`config.mk`:
```
export PLATFORM = sky130hd
export DESIGN_NAME = cdb_arbiter_flat
export DESIGN_NICKNAME = d
export VERILOG_FILES = /design/src/rtl/cdb_arbiter_if.sv /design/src/rtl/cdb_arbiter.sv /design/src/flat_wrapper.sv
export SDC_FILE = /design/constraint.sdc
export NUM_CORES = 1
export LEC_CHECK = 0
export ABC_AREA = 1
export ABC_CLOCK_PERIOD_IN_PS = 3000
export CAP_MARGIN = 0
export CORE_AREA = 2 2 142 144
export DETAILED_ROUTE_END_ITERATION = 7
export DIE_AREA = 0 0 144 146
export HOLD_SLACK_MARGIN = 0.15
export PLACE_DENSITY_LB_ADDON = 0.08
export SLEW_MARGIN = 0
export SYNTH_ARGS = -nofsm -noshare
export SYNTH_HDL_FRONTEND = slang
export SYNTH_SLANG_ARGS = --single-unit
export TNS_END_PERCENT = 30
```
`constraint.sdc`:
```
create_clock -name clk -period 3 [get_ports clk]
set_clock_uncertainty 0.05 [all_clocks]
set_input_delay 0.3 -clock clk [delete_from_list [all_inputs] [get_ports clk]]
set_output_delay 0.3 -clock clk [all_outputs]
set_load 0.005 [all_outputs]
```
`src/rtl/cdb_arbiter_if.sv`:
```
// Common Data Bus interface: functional-unit result handshake plus the
// registered CDB broadcast. The arbiter uses the slave side; producers and
// consumers (or a bench) use the master side.
interface cdb_arbiter_if #(
  parameter int NUM_FU = 4,
  parameter int ROB_W  = 3,
  parameter int DATA_W = 32,
  parameter int SRC_W  = (NUM_FU > 1) ? $clog2(NUM_FU) : 1
);
  logic                              flush;
  logic [NUM_FU-1:0]                 fu_valid;
  logic [NUM_FU-1:0][ROB_W-1:0]      fu_rob;
  logic [NUM_FU-1:0][DATA_W-1:0]     fu_data;
  logic [NUM_FU-1:0]                 fu_ready;
  logic                              cdb_en;
  logic [ROB_W-1:0]                  cdb_rob_entry;
  logic [DATA_W-1:0]                 cdb_rd_data;
  logic [SRC_W-1:0]                  cdb_src;

  modport slave (
    input  flush, fu_valid, fu_rob, fu_data,
    output fu_ready, cdb_en, cdb_rob_entry, cdb_rd_data, cdb_src
  );

  modport master (
    output flush, fu_valid, fu_rob, fu_data,
    input  fu_ready, cdb_en, cdb_rob_entry, cdb_rd_data, cdb_src
  );
endinterface

```
`src/rtl/cdb_arbiter.sv`:
```
// CDB arbiter: one holding slot per functional unit, a round-robin grant of
// one held result per cycle, and a registered broadcast onto the CDB.
// A slot is never captured and granted on the same edge, so fu_ready comes
// straight from the held flags with no path from fu_valid.
module cdb_arbiter #(
  parameter int NUM_FU    = 4,
  parameter int ROB_DEPTH = 8,
  parameter int DATA_W    = 32
) (
  input  logic          clk,
  input  logic          rst,
  cdb_arbiter_if.slave  bus
);
  localparam int ROB_W = $clog2(ROB_DEPTH);
  localparam int SRC_W = (NUM_FU > 1) ? $clog2(NUM_FU) : 1;

  logic [NUM_FU-1:0]             held_q, held_d;
  logic [NUM_FU-1:0][ROB_W-1:0]  tag_q;
  logic [NUM_FU-1:0][DATA_W-1:0] data_q;
  logic [SRC_W-1:0]              rr_q, rr_d;
  logic                          cdb_en_q, cdb_en_d;
  logic [ROB_W-1:0]              cdb_rob_q, cdb_rob_d;
  logic [DATA_W-1:0]             cdb_data_q, cdb_data_d;
  logic [SRC_W-1:0]              cdb_src_q, cdb_src_d;

  logic [NUM_FU-1:0]             take;
  logic                          found;
  logic [SRC_W-1:0]              win;
  logic [SRC_W-1:0]              idx;

  // A free slot accepts whatever its unit presents, unless a flush is in flight.
  assign take = bus.fu_valid & ~held_q & {NUM_FU{~bus.flush}};

  assign bus.fu_ready      = ~held_q;
  assign bus.cdb_en        = cdb_en_q;
  assign bus.cdb_rob_entry = cdb_rob_q;
  assign bus.cdb_rd_data   = cdb_data_q;
  assign bus.cdb_src       = cdb_src_q;

  // Round-robin search: first held slot at or after rr_q, wrapping modulo NUM_FU.
  always_comb begin
    found = 1'b0;
    win   = rr_q;
    idx   = '0;
    for (int k = 0; k < NUM_FU; k++) begin
      idx = SRC_W'((int'(rr_q) + k) % NUM_FU);
      if (!found && held_q[idx]) begin
        found = 1'b1;
        win   = idx;
      end
    end
  end

  // Next state: flush wipes the slots; otherwise grant the winner and fill free slots.
  always_comb begin
    held_d     = held_q;
    rr_d       = rr_q;
    cdb_en_d   = 1'b0;
    cdb_rob_d  = cdb_rob_q;
    cdb_data_d = cdb_data_q;
    cdb_src_d  = cdb_src_q;
    if (bus.flush) begin
      held_d = '0;
    end else begin
      if (found) begin
        held_d[win] = 1'b0;
        cdb_en_d    = 1'b1;
        cdb_rob_d   = tag_q[win];
        cdb_data_d  = data_q[win];
        cdb_src_d   = win;
        rr_d        = (win == SRC_W'(NUM_FU - 1)) ? '0 : win + 1'b1;
      end
      held_d = held_d | take;
    end
  end

  // Control and broadcast registers, cleared by the synchronous reset.
  always_ff @(posedge clk) begin
    if (rst) begin
      held_q     <= '0;
      rr_q       <= '0;
      cdb_en_q   <= 1'b0;
      cdb_rob_q  <= '0;
      cdb_data_q <= '0;
      cdb_src_q  <= '0;
    end else begin
      held_q     <= held_d;
      rr_q       <= rr_d;
      cdb_en_q   <= cdb_en_d;
      cdb_rob_q  <= cdb_rob_d;
      cdb_data_q <= cdb_data_d;
      cdb_src_q  <= cdb_src_d;
    end
  end

  // Slot payload: latched on capture only; validity is tracked by held_q.
  always_ff @(posedge clk) begin
    for (int i = 0; i < NUM_FU; i++) begin
      if (take[i]) begin
        tag_q[i]  <= bus.fu_rob[i];
        data_q[i] <= bus.fu_data[i];
      end
    end
  end
endmodule
```
`src/flat_wrapper.sv`:
```
// flat-port wrapper written by rule: the top's interface ports become plain ports
module cdb_arbiter_flat 
#(
  parameter int NUM_FU    = 4,
  parameter int ROB_DEPTH = 8,
  parameter int DATA_W    = 32
)
  (clk, rst, bus_flush, bus_fu_valid, bus_fu_rob, bus_fu_data, bus_fu_ready, bus_cdb_en, bus_cdb_rob_entry, bus_cdb_rd_data, bus_cdb_src);
  cdb_arbiter_if #(.NUM_FU(NUM_FU), .DATA_W(DATA_W)) bus_i ();
  input  logic clk;
  input  logic rst;
  input wire logic [$bits(bus_i.flush)-1:0] bus_flush;
  input wire logic [$bits(bus_i.fu_valid)-1:0] bus_fu_valid;
  input wire logic [$bits(bus_i.fu_rob)-1:0] bus_fu_rob;
  input wire logic [$bits(bus_i.fu_data)-1:0] bus_fu_data;
  output wire logic [$bits(bus_i.fu_ready)-1:0] bus_fu_ready;
  output wire logic [$bits(bus_i.cdb_en)-1:0] bus_cdb_en;
  output wire logic [$bits(bus_i.cdb_rob_entry)-1:0] bus_cdb_rob_entry;
  output wire logic [$bits(bus_i.cdb_rd_data)-1:0] bus_cdb_rd_data;
  output wire logic [$bits(bus_i.cdb_src)-1:0] bus_cdb_src;
  assign bus_i.flush = bus_flush;
  assign bus_i.fu_valid = bus_fu_valid;
  assign bus_i.fu_rob = bus_fu_rob;
  assign bus_i.fu_data = bus_fu_data;
  assign bus_fu_ready = bus_i.fu_ready;
  assign bus_cdb_en = bus_i.cdb_en;
  assign bus_cdb_rob_entry = bus_i.cdb_rob_entry;
  assign bus_cdb_rd_data = bus_i.cdb_rd_data;
  assign bus_cdb_src = bus_i.cdb_src;
  cdb_arbiter #(.NUM_FU(NUM_FU), .ROB_DEPTH(ROB_DEPTH), .DATA_W(DATA_W)) u_core (.clk(clk), .rst(rst), .bus(bus_i));
endmodule
```
=== Word-level counts from Yosys, hierarchy flattened ===
Cells that the tools add are included.

* Add/subtract/negate cells: 4
* $mul: 0
* Divide/modulo/power cells: 0
* Order comparisons: 6
* Equal/unequal tests: 1
* Shift operators: 0
* Multiplexer cells: 25
* Bitwise logic cells: 7
* Reduce and logical (&&, ||, !) cells: 9

{| class="wikitable"
|+ Operators with widths
! cell !! count
|-
| 32-bit binary-select mux with 2-bit select || 1
|-
| 32-bit 2-to-1 mux || 1
|-
| 2-bit by 3-bit less-than comparator with 1-bit output, second input constant || 5
|-
| 4-bit bitwise AND || 3
|-
| 1-bit 2-to-1 mux || 10
|-
| 1-bit binary-select mux with 2-bit select || 4
|-
| 2-bit 2-to-1 mux || 4
|-
| 4-bit 2-to-1 mux || 2
|-
| 4-bit NOT || 2
|-
| 3-bit binary-select mux with 2-bit select || 1
|-
| 2-bit by 1-bit adder with 2-bit output, second input constant || 2
|-
| 2-bit adder, second input constant || 2
|-
| 1-bit logical AND || 4
|-
| 4-bit OR || 1
|-
| 1-bit logical NOT || 3
|-
| 3-bit 2-to-1 mux || 1
|-
| 1-bit demux with 2-bit select || 1
|-
| 2-bit == test, second input constant || 1
|-
| 2-bit by 1-bit greater-or-equal comparator with 1-bit output, second input constant || 1
|-
| 2-bit AND reduction || 1
|-
| 2-bit OR reduction || 1
|-
| 1-bit NOT || 1
|}

* Flip-flop bits (word level): 184
* Bits in latches: 0
* Bits in writable memories: 0
* Bits in read-only memories: 0
* Input bits: 147
* Output and inout port bits: 42
* Logic and storage cells: 66
* Memories: 0

=== Depth between registers and ports, before layout ===
Gate-level depths: netlist of the first run.

* Word-level depth: 21
* Mapped depth: 18
* Mapped depth without buffers: 16

=== Worst setup path before layout of the first run ===
No wires, ideal clock.

* Path type: register to register
* Start point: register u_core.rr_q[1]
* End point: register u_core.held_q[1]
* Library setup time: 0.066 ns
* Arrival time: 1.947 ns
* Data required time: 2.884 ns
* Path slack: 0.936 ns
* Cell stages (with the launch flop): 18
* Buffers on the path: 3
* Clock period less this slack: 2.064 ns
* Cells stage by stage: dfxtp_1 -> buf_6 -> inv_4 -> nand2_1 -> nand2_2 -> nand2_1 -> nand2_1 -> nand3_2 -> inv_1 -> nand2_1 -> nand3_2 -> nand2_2 -> buf_6 -> buf_12 -> ha_1 -> nor2_1 -> nor2_1 -> nor2_1

* Longest elaborated chain between the ends: 21
* Elaborated cells between the ends (all ways): 34
* Classes of those cells: add/sub: 3; order compare: 2; mux: 19; bitwise: 3; reduce/logical: 7

{| class="wikitable"
|+ Ends and longest elaborated chain
! element !! line !! RTL
|-
| start: declaration || cdb_arbiter.sv:20 || <nowiki>logic [SRC_W-1:0] rr_q, rr_d;</nowiki>
|-
| start signal: assignment || cdb_arbiter.sv:88 || <nowiki>rr_q <= rr_d;</nowiki>
|-
| branches (longest 18 deep; another with 2-bit by 3-bit less-than comparator with 1-bit output) || -- ||
|-
| 4-bit 2-to-1 mux * || cdb_arbiter.sv:65 || <nowiki>if (found) begin</nowiki>
|-
| 4-bit 2-to-1 mux * || cdb_arbiter.sv:62 || <nowiki>if (bus.flush) begin</nowiki>
|-
| 4-bit OR * || cdb_arbiter.sv:73 || <nowiki>held_d = held_d | take;</nowiki>
|-
| end signal: assignment || cdb_arbiter.sv:87 || <nowiki>held_q <= held_d;</nowiki>
|-
| end: declaration || cdb_arbiter.sv:17 || <nowiki>logic [NUM_FU-1:0] held_q, held_d;</nowiki>
|}

Every way passes the cells marked *. The select of a mux whose other input is x is not followed.
A chain may end at the register's enable or synchronous reset.

=== Worst setup path after layout of the first run ===
* Start point: register u_core.rr_q[0]
* End point: register u_core.cdb_data_q[29], in the netlist u_core.bus.cdb_rd_data[29]

* Longest elaborated chain between the ends: 14
* Elaborated cells between the ends (all ways): 27
* Classes of those cells: add/sub: 3; mux: 17; reduce/logical: 7

{| class="wikitable"
|+ Ends and longest elaborated chain
! element !! line !! RTL
|-
| branches (longest 14 deep; another with 2-bit by 1-bit adder with 2-bit output) || -- ||
|-
| end signal: assignment || cdb_arbiter.sv:91 || <nowiki>cdb_data_q <= cdb_data_d;</nowiki>
|-
| end: declaration || cdb_arbiter.sv:23 || <nowiki>logic [DATA_W-1:0] cdb_data_q, cdb_data_d;</nowiki>
|}

Parallel ways; which one is timed is not known. The select of a mux whose other input is x is not followed.

==> metrics, run 1 <==
Leak Pwr=0.00415 uW; commonest non-fill, non-tap cells in the layout=nand2_1 (238), clkdlybuf4s50_1 (188), edfxtp_1 (140); CP Launch Type=register; status=completed; CP arrival=approximately 3.0 ns; critical path class=reg2reg; layout cells sized above 1=around 8.9%; pin count of the biggest net entering global routing=45; Post-Synthesis Net Count=904; synth top area cells=edfxtp_1 (54%), nand2_1 (12%), dfxtp_1 (11%), nand3_1 (5.3%), nor2_1 (3.7%); core area=0.0193 sq mm; first-pass GRT wire length=31100 microns; most common cell after layout, fill and taps aside=nand2_1; total grt overflow=0; Power Total=8840 uW; Ports=189; PostCTS Resize Cnt=0; Async SR Flop Fraction=0%; Placement Rows=51; total setup buffers inserted after CTS=0; Final nets=1089; critical path capture point type=register; final setup fails=0; CTS tree=yes; VDD IR max=445 uV; Hold Path Class=in2reg; f_max=371 MHz; setup TNS=0 ns; WL per Instance=around 16 microns; antenna violations before repair=0; CTS Buf Count=17; GP Congestion=0.872; n_diodes=0; crit-path most repeated cell=nand2_1; H-tree levels=4; CP max FO=19; Placed Area=0.00988 sq mm; Worst-Margin Slew=roughly 0.90 ns; final instance area=0.0104 sq mm; post-DR vias/cell=4.78; I/O Buffers=188; CP max-delay cell=dfxtp_1; DIE WIDTH=~140 microns; Hold Vio Cnt, Final=0; drt drc=0; YS warnings=0; via count=5832; WHS=0.371 ns; CTS Sinks=184; first-pass detailed-route iteration total=5; average size of a mapped cell=10.2 sq um; share of the synthesized area in the top cell type=54.5%; final-layout fill cell count=1746; max-cap violations=0; post-synthesis instance total=~760; final period utilization=89.9%; Worst EP required=3.28 ns; Detail Route Antenna Nets=0; post-synthesis sequential area ratio=65.9%; number of distinct library cells after synthesis=25; Die H=146 microns; clk slew on worst S/H paths=0.07 ns; clock root cell=clkbuf_16; Synth Flop Type=edfxtp_1; Clock Path Buffers=2; Pwr per Cell Area=846 mW/mm^2; min Tclk post-route=2.70 ns; Post-CTS Hold Buffers=0; die area=between 0.02 and 0.025 sq mm; CP cell instances=inv_2, nand2_1, nand2_1, nand2_1, nand2_2, nand2_2, nand2_1, nand2_1, nand2_4, nand2_4, buf_4, nand2_1, nand3_2, nand3_1, nand2_1, inv_1; clock latency reported for the late side of the worst-skew pair=between 0.4 and 0.5 ns; pins over their slew limit=0; starting density of the core=around 40%; post-DP HPWL=13900 microns; Largest stage delay, worst path=0.61 ns; RSZ-0062 raised after global routing=false; EDFF count, synth=140; Yosys top cell by area=edfxtp_1; final WL=19900 microns; vias in the first global route=5977; area growth from synthesis to layout=35.4%; Worst slew margin=40.2%; flops & latches, synth=184; GRT Overall Usage=19.5%; mapped cell area=0.00772 sq mm; DR iter-0 viols=377
-- where the power goes --
group          leakage, uW  total [uW]  internal [uW]  switching [uW]
clock             0.000270        2160           1180             980
sequential         0.00167        3140           3000             140
combinational      0.00221        3540           1320            2230
-- metal layers --
layer	up-vias	wire length (microns)	global-route usage [%]	share of wire (%)
met3	28	1120	4.54	5.6
li1	2910	-	-	-
met2	174	9920	33.0	50
met5	-	0	0	0
met4	0	362	6.37	1.8
met1	2720	8540	24.5	43
-- synthesized netlist by cell type, types with 2 or more instances --
master / number
nand2_1: 238
edfxtp_1: 140
nand3_1: 81
nor2_1: 76
dfxtp_1: 44
inv_1: 38
nand4_1: 28
o21ai_0: 28
buf_2: 20
clkbuf_1: 11
nand2_2: 10
nand3_2: 10
a21oi_1: 5
buf_4: 5
buf_6: 4
inv_2: 4
nand2_4: 4
nand4_4: 2
o21ai_1: 2
-- final timing paths --
path                                                         start                                 endpoint  slack [ns]  cells after the start
worst max-delay path                   u_core.rr_q[0]$_SDFFE_PP0P_  u_core.bus.cdb_rd_data[29]$_SDFFE_PP0P_        0.30                     16
worst min-delay path                               bus_fu_data[22]              u_core.data_q[22]$_DFFE_PP_        0.37                      1
worst max register to register         u_core.rr_q[0]$_SDFFE_PP0P_  u_core.bus.cdb_rd_data[29]$_SDFFE_PP0P_        0.30                     16
worst min register to register  u_core.bus.cdb_src[1]$_SDFFE_PP0P_       u_core.bus.cdb_src[1]$_SDFFE_PP0P_        0.47                      2
-- critical path, delay by kind of cell, from the launching register on --
kind          cells  cell delay, ns
buf+inv           3            0.57
flops             1            0.61
simple gates     13            1.36
-- logic make-up (layout without fill, tap and decap cells) --
logic type	count (synthesis)	in the layout	share of synthesized area [%]
AO/OA/AOI/OAI	37	37	2.46
adder cells (fa/ha/maj)	1	1	0.162
buffers and inverters	84	282	5.29
flip-flops	184	184	65.9
AND/OR/NAND/NOR	450	450	26.2
-- sequential cells by signal, indices dropped and copies added, names as in the netlist --
register                  flops
u_core.bus.cdb_en             1
u_core.bus.cdb_rd_data       32
u_core.bus.cdb_rob_entry      3
u_core.bus.cdb_src            2
u_core.data_q               128
u_core.held_q                 4
u_core.rr_q                   2
u_core.tag_q                 12
-- cell type report --
class	count	area, sq um	area share, %
Sequential cell	184	5080	48.7
Multi-Input combinational cell	488	2230	21.3
Timing Repair Buffer	207	2070	19.9
Clock buffer	20	447	4.28
Tap cell	265	332	3.17
Inverter	43	164	1.57
Clock inverter	12	116	1.11
-- per-stage QoR --
stage	util, %	std cells	worst slack, ns
finish	54.0	1219	0.302
global route	54.0	1219	0.0889
CTS	54.0	1219	0.221
detailed placement	51.1	1187	0.247
global placement	51.1	1187	0.459
floorplan	-	756	0.936
No activity file was read; power rests on OpenSTA's default activity.
==> run 2, diff against run 1 <==
ABC_AREA = unset   (was 1)
CORE_AREA = 2 2 135 137   (was 2 2 142 144)
DIE_AREA = 0 0 137 139   (was 0 0 144 146)
==> metrics, run 2 <==
status=completed; I/O Buffers=188; post-synthesis instance total=393; Yosys top cell by area=edfxtp_1; DR iter-0 viols=167; clk slew on worst S/H paths=roughly 0.07 ns; most flop-heavy register=u_core.data_q; most frequent cell after synthesis=edfxtp_1; CP max-delay cell=dfxtp_1; Placed Area=0.00905 sq mm; total grt overflow=0; final-layout fill cell count=around 1400; post-DR vias/cell=4.90; CP arrival=2.46 ns; first-pass detailed-route iteration total=4; Worst EP required=around 3.3 ns; fin cells=833; min Tclk post-route=2.16 ns; layer with the highest usage=met2; CTS tree=yes; Worst-Margin Slew=around 0.69 ns; YS warnings=0; DIE WIDTH=137 microns; Largest stage delay, worst path=0.50 ns; pins over their slew limit=0; antenna violations before repair=0; dpl cells=between 800 and 900; number of distinct library cells after synthesis=32; M2 GR Usage=between 20% and 30%; Synth Flop Type=edfxtp_1; met3 global-route usage=6.43%; clock root cell=clkbuf_16; most common cell after layout, fill and taps aside=clkdlybuf4s50_1; first-pass GRT wire length=23600 microns; starting density of the core=39.2%; Post-Synthesis Net Count=541; clock latency reported for the late side of the worst-skew pair=0.43 ns; VDD IR max=554 uV; CP cell instances=nor2_1, a221o_1, o22ai_4, nand2_4, o221ai_2; GP Congestion=roughly 0.73; n_diodes=0; CP max FO=35; WHS=~0.37 ns; H-tree levels=4; share of the core filled with cells=54.5%; synth top area cells=edfxtp_1 (61%), dfxtp_1 (13%), mux2i_1 (10%), o221ai_2 (6.7%), nand2_1 (2.0%); EDFF count, synth=140; Detail Route Antenna Nets=0; flops & latches, synth=184; core area=0.0177 sq mm; PostCTS Resize Cnt=0; GR Util met1=about a fifth; top cells by count, synth=edfxtp_1 (140), mux2i_1 (71), dfxtp_1 (44); commonest non-fill, non-tap cells in the layout=clkdlybuf4s50_1 (188), edfxtp_1 (140), mux2i_1 (71); drt drc=0; max-cap violations=0; Worst slew margin=54.2%; Ports=189; CTS Buf Count=17; share of the synthesized area in the top cell type=60.7%; Post-CTS Hold Buffers=0; final period utilization=72.2%; GRT Overall Usage=16.8%; CP Launch Type=register; area growth from synthesis to layout=38.9%; f_max=about 460 MHz; Clock Path Buffers=2; final setup fails=0; die area=0.0190 sq mm; vias in the first global route=4225; pin count of the biggest net entering global routing=42; via count=4080; Leak Pwr=0.00354 uW; layout cells sized above 1=14.1%; Die H=139 microns; Hold Path Class=in2reg; Async SR Flop Fraction=0%; final WL=15800 microns; mapped cell area=around 0.007 sq mm; Pwr per Cell Area=613 mW/mm^2; final instance area=~0.0096 sq mm; Hold Vio Cnt, Final=0; critical path capture point type=register; WL per Instance=between 15 and 20 microns; post-synthesis sequential area ratio=73.4%; max FFs per register=~130; average size of a mapped cell=17.6 sq um; total setup buffers inserted after CTS=0; Final nets=739; Placement Rows=49; RSZ-0062 raised after global routing=false; post-DP HPWL=10700 microns; CTS Sinks=about 180; critical path class=reg2reg
[run 2: critical path: cells and delay by family, from the launching register on]
family	cells	cell delay, ns
compound gates	3	1.01
simple gates	2	0.51
flops	1	0.50
[run 2: through the flow]
step                worst slack, ns  power (uW)  setup TNS [ns]
finish                        0.835        5900               0
global route                  0.657        6120               0
CTS                           0.798        5960               0
detailed placement            0.623        3780               0
global placement              0.720        3770               0
floorplan                    -0.637        3380          -89.11
[run 2: cells by family after synthesis]
group	after synthesis	synth area share, %
simple gates	61	4.01
flops	184	73.4
buf+inv	26	3.03
fa+ha+maj	1	0.181
mux	71	10.3
compound gates	50	9.14
[run 2: final timing paths]
| check | slack (ns) | depth (start not counted) | start | to |
|---|---|---|---|---|
| hold / removal | 0.37 | 1 | bus_fu_data[90] | u_core.data_q[90]$_DFFE_PP_ |
| setup reg to reg | 0.84 | 5 | u_core.held_q[1]$_SDFF_PP0_ | u_core.bus.cdb_rd_data[23]$_SDFFE_PP0P_ |
| hold reg to reg | 0.42 | 2 | u_core.bus.cdb_rd_data[2]$_SDFFE_PP0P_ | u_core.bus.cdb_rd_data[2]$_SDFFE_PP0P_ |
| setup / recovery | 0.84 | 5 | u_core.held_q[1]$_SDFF_PP0_ | u_core.bus.cdb_rd_data[23]$_SDFFE_PP0P_ |
[run 2: power by group]
group / internal, uW / switching [uW] / total (uW)
combinational: 429 / 328 / 758
sequential: 2890 / 61.1 / 2950
clock: 1250 / 935 / 2190
total: 4570 / 1320 / 5900
[run 2: area by class of cell]
cell class	count	area, sq um	area share, %
Clock buffer	21	450	4.68
Multi-Input combinational cell	183	1680	17.4
Clock inverter	11	124	1.29
Sequential cell	184	5080	52.8
Tap cell	229	287	2.98
Inverter	5	18.8	0.195
Timing Repair Buffer	200	1980	20.6
[run 2: routing by layer]
layer,vias up,share of wire [%],routed length (microns)
met5,-,0,0
met3,14,7.4,1170
met4,0,0.98,154
li1,1927,-,-
met2,134,48,7650
met1,2005,43,6800
